### config.mk
export PLATFORM = sky130hd
export DESIGN_NAME = pipelined_wallace_multiplier
export DESIGN_NICKNAME = d
export VERILOG_FILES = /design/src/rtl/pipelined_wallace_multiplier.sv
export SDC_FILE = /design/constraint.sdc
export NUM_CORES = 2
export LEC_CHECK = 0
export BUFFER_PORTS_ARGS = -buffer_cell sky130_fd_sc_hd__clkbuf_2
export CAP_MARGIN = 40
export CORE_MARGIN = 8
export CORE_UTILIZATION = 37
export DETAILED_ROUTE_END_ITERATION = 10
export GPL_TIMING_DRIVEN = 0
export HOLD_SLACK_MARGIN = 0.08
export RECOVER_POWER = 50
export REMOVE_ABC_BUFFERS = 1
export SLEW_MARGIN = 25
export SYNTH_ARGS = -nofsm -noshare
export SYNTH_HDL_FRONTEND = slang
export SYNTH_SLANG_ARGS = --single-unit
export TNS_END_PERCENT = 20
### constraint.sdc
create_clock -name CLK -period 7.61 [get_ports CLK]
set_input_delay 1.522 -clock CLK [delete_from_list [all_inputs] [get_ports CLK]]
set_output_delay 1.522 -clock CLK [all_outputs]
set_load 0.05 [all_outputs]
### src/rtl/pipelined_wallace_multiplier.sv
// Elastic, parametrised Wallace-tree multiplier with per-transaction signed/unsigned mode.
// Rank 1 takes magnitudes, middle ranks reduce partial products, last rank adds and fixes sign.
module pipelined_wallace_multiplier #(
  parameter int unsigned WIDTH  = 32,
  parameter int unsigned STAGES = 3
) (
  input  logic               CLK,
  input  logic               RESET,
  input  logic               in_valid,
  output logic               in_ready,
  input  logic [WIDTH-1:0]   in_a,
  input  logic [WIDTH-1:0]   in_b,
  input  logic               in_signed,
  output logic               out_valid,
  input  logic               out_ready,
  output logic [2*WIDTH-1:0] out_z
);

  // Spare rows keep every unrolled CSA index in range for any WIDTH.
  localparam int unsigned ROWS = WIDTH + 3;

  typedef logic [2*WIDTH-1:0]           row_t;
  typedef logic [ROWS-1:0][2*WIDTH-1:0] rows_t;

  function automatic int rows_at(input int lvl);
    int n;
    n = int'(WIDTH);
    for (int i = 0; i < 64; i++) begin
      if (i < lvl) n = 2 * (n / 3) + n % 3;
    end
    return n;
  endfunction

  function automatic int num_levels();
    int n;
    int lv;
    n  = int'(WIDTH);
    lv = 0;
    for (int i = 0; i < 64; i++) begin
      if (n > 2) begin
        n  = 2 * (n / 3) + n % 3;
        lv = lv + 1;
      end
    end
    return lv;
  endfunction

  localparam int LEVELS = num_levels();
  localparam int MID    = int'(STAGES) - 2;

  // One 3:2 level: each full group of three rows becomes sum + shifted carry,
  // the 0..2 leftover rows pass straight through.
  function automatic rows_t csa_level(input rows_t r, input int n);
    rows_t o;
    int    g;
    o = '0;
    g = n / 3;
    for (int i = 0; i <= int'(WIDTH) / 3; i++) begin
      if (i < g) begin
        o[2*i]   = r[3*i] ^ r[3*i+1] ^ r[3*i+2];
        o[2*i+1] = ((r[3*i] & r[3*i+1]) | (r[3*i] & r[3*i+2]) | (r[3*i+1] & r[3*i+2])) << 1;
      end else if (i == g) begin
        if (n % 3 > 0) o[2*i]   = r[3*i];
        if (n % 3 > 1) o[2*i+1] = r[3*i+1];
      end
    end
    return o;
  endfunction

  function automatic rows_t reduce_range(input rows_t r, input int lo, input int hi);
    rows_t t;
    t = r;
    for (int l = 0; l < LEVELS; l++) begin
      if (l >= lo && l < hi) t = csa_level(t, rows_at(l));
    end
    return t;
  endfunction

  function automatic row_t cpa(input rows_t r);
    return r[0] + r[1];
  endfunction

  // Flow control: rank r may load when it or any rank downstream is empty, or the sink takes.
  logic [STAGES-1:0] v_q;
  logic [STAGES-1:0] ld;
  logic [STAGES-1:0] v_in;
  logic [STAGES-1:0] en;

  always_comb begin : p_flow
    logic acc;
    acc = out_ready;
    ld  = '0;
    for (int r = int'(STAGES) - 1; r >= 0; r--) begin
      acc   = acc | ~v_q[r];
      ld[r] = acc;
    end
  end

  assign v_in      = {v_q[STAGES-2:0], in_valid};
  assign en        = v_in & ld;
  assign in_ready  = ld[0];
  assign out_valid = v_q[STAGES-1];

  always_ff @(posedge CLK or negedge RESET) begin
    if (!RESET) v_q <= '0;
    else        v_q <= (v_in & ld) | (v_q & ~ld);
  end

  // Rank 1: magnitudes; the most negative value maps to 2^(WIDTH-1), which still fits.
  logic [WIDTH-1:0] a_mag, b_mag;
  logic             sign_in;
  logic [WIDTH-1:0] a_q, b_q;
  logic             sign0_q;

  assign a_mag   = (in_signed & in_a[WIDTH-1]) ? -in_a : in_a;
  assign b_mag   = (in_signed & in_b[WIDTH-1]) ? -in_b : in_b;
  assign sign_in = in_signed & (in_a[WIDTH-1] ^ in_b[WIDTH-1]);

  always_ff @(posedge CLK or negedge RESET) begin
    if (!RESET) begin
      a_q     <= '0;
      b_q     <= '0;
      sign0_q <= 1'b0;
    end else if (en[0]) begin
      a_q     <= a_mag;
      b_q     <= b_mag;
      sign0_q <= sign_in;
    end
  end

  rows_t pp;
  always_comb begin
    pp = '0;
    for (int i = 0; i < int'(WIDTH); i++) begin
      pp[i] = b_q[i] ? (row_t'(a_q) << i) : '0;
    end
  end

  // Middle ranks: tree levels [j*LEVELS/MID, (j+1)*LEVELS/MID) in rank j.
  rows_t tail_rows;
  logic  tail_sign;

  for (genvar j = 0; j < MID; j++) begin : g_rank
    localparam int LO = (j * LEVELS) / MID;
    localparam int HI = ((j + 1) * LEVELS) / MID;
    rows_t d, q;
    logic  s_q;
    logic  s_prev;
    if (j == 0) begin : g_src
      assign d      = reduce_range(pp, LO, HI);
      assign s_prev = sign0_q;
    end else begin : g_src
      assign d      = reduce_range(g_rank[j-1].q, LO, HI);
      assign s_prev = g_rank[j-1].s_q;
    end
    always_ff @(posedge CLK or negedge RESET) begin
      if (!RESET) begin
        q   <= '0;
        s_q <= 1'b0;
      end else if (en[j+1]) begin
        q   <= d;
        s_q <= s_prev;
      end
    end
  end

  if (MID > 0) begin : g_tail_reg
    assign tail_rows = g_rank[MID-1].q;
    assign tail_sign = g_rank[MID-1].s_q;
  end else begin : g_tail_comb
    assign tail_rows = reduce_range(pp, 0, LEVELS);
    assign tail_sign = sign0_q;
  end

  // Last rank: carry-propagate add, then negate; -0 is 0 in two's complement.
  row_t sum, z_d, z_q;
  assign sum   = cpa(tail_rows);
  assign z_d   = tail_sign ? -sum : sum;
  assign out_z = z_q;

  always_ff @(posedge CLK or negedge RESET) begin
    if (!RESET)          z_q <= '0;
    else if (en[STAGES-1]) z_q <= z_d;
  end

endmodule

==> metrics.txt <==
pin count of the biggest net entering global routing=a little over 80; CTS tree=yes; Root Driver=clkbuf_16; initial core utilization=between 30% and 40%; routed length per placed instance=roughly 18 um; Max FO, Critical Path=33; synthesized flop and latch total=251; CTS HTree Levels=2; PostCTS Resize Cnt=0; Worst Tran Pin Value=between 2000 and 3000 ps; vias in the first global route=around 35000; CTS sink count=between 200 and 300; final instance area=around 0.048 mm2; # nets final=between 5000 and 6000; EDFF count, synth=0; # hold bufs at CTS=0; area leader, netlist=fa_1; DP HPWL=slightly above 90 mm; crit path time final=~5900 ps; final hold viol count=0; vias per cell=roughly 5.1; Overall Global Routing Usage=between 15 and 20%; CP Cell Sequence=nand2_1 -> fa_1 -> inv_1 -> fa_1 -> inv_1 -> fa_1 -> inv_1 -> fa_1 -> inv_1 -> fa_1 -> inv_1 -> fa_1 -> inv_1 -> fa_1 -> inv_1 -> fa_1 -> mux2_2; Vias=around 32000; r2r setup slk=1670 ps; drt drc=0; max_slew headroom=-88.81%; Final GP Congestion=around 0.90; layout cells sized above 1=8.906%; critical path data required time=just over 8000 ps; Avg Cell Area, Syn=approximately 9.4 um2; Layout Area Growth over Synthesis=6.652%; DP Area=roughly 0.047 mm2; # IOs=135; Yosys Warn Count=0; CP Launch Type=flop; die area=0.1340 mm2; Fmax=~170 MHz; # rows=about 130; failing checks=max-capacitance violations, max-slew violations; Max Slew Vio Count=488; Overflow after GRT=0; core area=between 0.1 and 0.15 mm2; register area share after synthesis=approximately 14%; ANT nets after route=0; initial antenna violation count=1; Worst-path clk slew=60 ps; final WL=roughly 120 mm; maximum root-to-sink buffer count=3; Hold WC Path Type=reg -> reg; Die Width=366.1 um; CP max-delay cell=dfrtp_2; area fraction of the dominant cell type after synthesis=between 40 and 50%; port bufs=134; mapped cell area=roughly 0.045 mm2; # setup viols final=0; global-route wire length before repair=190.4 mm; Tcrit/Tclk final=about 80%; Cells after Synth=about 4800; Worst EP arrival=about 6400 ps; # Post-CTS Setup Buffers=0; drt pass-1 iters=5; RSZ-0062 raised after global routing=no; Netlist cell types=between 90 and 100; Ant. Diodes=0; Post-synth ARST share=100.0%; cts bufs inserted=34; critical path type=reg -> reg; Max stage delay on crit path=900 ps; Synth Flop Type=dfrtp_1; CP dominant cell by count=fa_1; status=finished, violations left; Setup WS post-layout=about 1700 ps; clk_skew=24.71 ps; Die Y=between 300 and 400 um; First DRT Iteration DRCs=1738; pre-CTS setup slack=roughly 1700 ps; Clock Latency Late Sink=about 600 ps; max cap viols=8; Setup crit end kind=flop; top cells by area, synth=fa_1 (40%), dfrtp_1 (14%), and2_1 (8.7%)
## kinds of logic (layout without fill, tap and decap cells)
logic type	count (synthesis)	count (layout)	share of synthesized area (%)
AOI/OAI and AO/OA	484	484	6.780
xor gates and xnor gates	149	149	2.878
adders and majority gates	1125	1125	46.07
buffers and inverters	1135	1069	9.470
DFF	251	251	13.85
muxes	127	127	3.132
and+or+nand+nor	1567	1567	17.82
## cell usage in the layout, fill, tap and decap left out, types with 10 or more instances in the layout
master	netlist	final
nor4_1	16	16
nand2_1	649	649
xnor2_1	70	70
a21oi_1	89	89
o211ai_1	11	11
nand2b_1	16	16
o41ai_1	10	10
a31oi_1	10	10
a211oi_1	22	22
mux2_2	119	119
o21a_1	10	10
and2_1	634	634
clkbuf_2	0	135
o31ai_1	32	32
dfrtp_2	0	65
clkbuf_1	258	12
nand3_1	22	22
nor3_1	31	31
nand4_1	29	29
inv_1	859	859
or3_1	12	12
clkbuf_16	0	34
dfrtp_1	251	186
ha_1	217	217
fa_1	908	908
a21o_1	14	14
xor2_1	79	79
o21ai_1	17	17
o21ai_0	197	197
nor2_1	92	92
## synthesized netlist by cell type (10+ instances only)
master	number
or3_1	12
nand2b_1	16
o21ai_1	17
nand2_1	649
nor3_1	31
mux2_2	119
o41ai_1	10
and2_1	634
nand3_1	22
a31oi_1	10
nor4_1	16
fa_1	908
xor2_1	79
clkbuf_1	258
o211ai_1	11
a21o_1	14
o21a_1	10
a211oi_1	22
ha_1	217
o21ai_0	197
nand4_1	29
dfrtp_1	251
xnor2_1	70
o31ai_1	32
nor2_1	92
inv_1	859
a21oi_1	89
## layout make-up
cell class | instances | area (um2)
timing repair buffer | 149 | 833.3
inverter | 859 | 3224
clock buffer | 46 | 955.9
sequential | 251 | 6362
multi-input combinational | 3452 | 34770
tap | 1625 | 2033
clock inverter | 15 | 182.7
fill | 12230 | 73350
## critical path: cells and delay by family (launching register included)
family	cells	cell delay (ps)
buffers and inverters	7	380
adder cells (fa/ha/maj)	8	4050
AND/OR/NAND/NOR	1	180
multiplexers	1	280
flip-flops	1	900
## stage by stage
stage / setup TNS [ps] / hold WS, ps / std cells / utilization, %
finish: 0 / 475.9 / 6397 / 39.73
global route: 0 / 509.0 / 6397 / 39.73
CTS: 0 / 482.4 / 6391 / 39.80
detailed placement: 0 / 469.5 / 6330 / 38.86
global placement: -107670 / 462.5 / 6321 / 38.60
floorplan: 0 / 446.0 / 4562 / -
## routing by layer
metal	track usage, %	part of all wire, %	up-vias
met3	2.360	4.7	140
met5	0	0	-
met2	29.92	50	737
met4	3.978	1.9	0
li1	-	-	14580
met1	23.21	44	16900
## registers in the layout, indices dropped and copies added (netlist names), named ones only
signal,flops
b_q,32
out_z,64
g_rank.s_q,1
g_rank.q,118
g_rank.s_prev,1
a_q,32
## final timing paths
kind                                       start                           to  cells past startpoint
setup / recovery             a_q[14]$_DFFE_PN0P_  g_rank[0].q[43]$_DFFE_PN0P_                     17
hold / removal             out_z[50]$_DFFE_PN0P_        out_z[50]$_DFFE_PN0P_                      2
setup reg to reg             a_q[14]$_DFFE_PN0P_  g_rank[0].q[43]$_DFFE_PN0P_                     17
hold reg to reg            out_z[50]$_DFFE_PN0P_        out_z[50]$_DFFE_PN0P_                      2
max in group asynchronous                  RESET        out_z[36]$_DFFE_PN0P_                      3
min in group asynchronous                  RESET          a_q[26]$_DFFE_PN0P_                      1
Power is not shown: default switching activity piles up to over one toggle a cycle in this logic, so the estimate is an artifact.
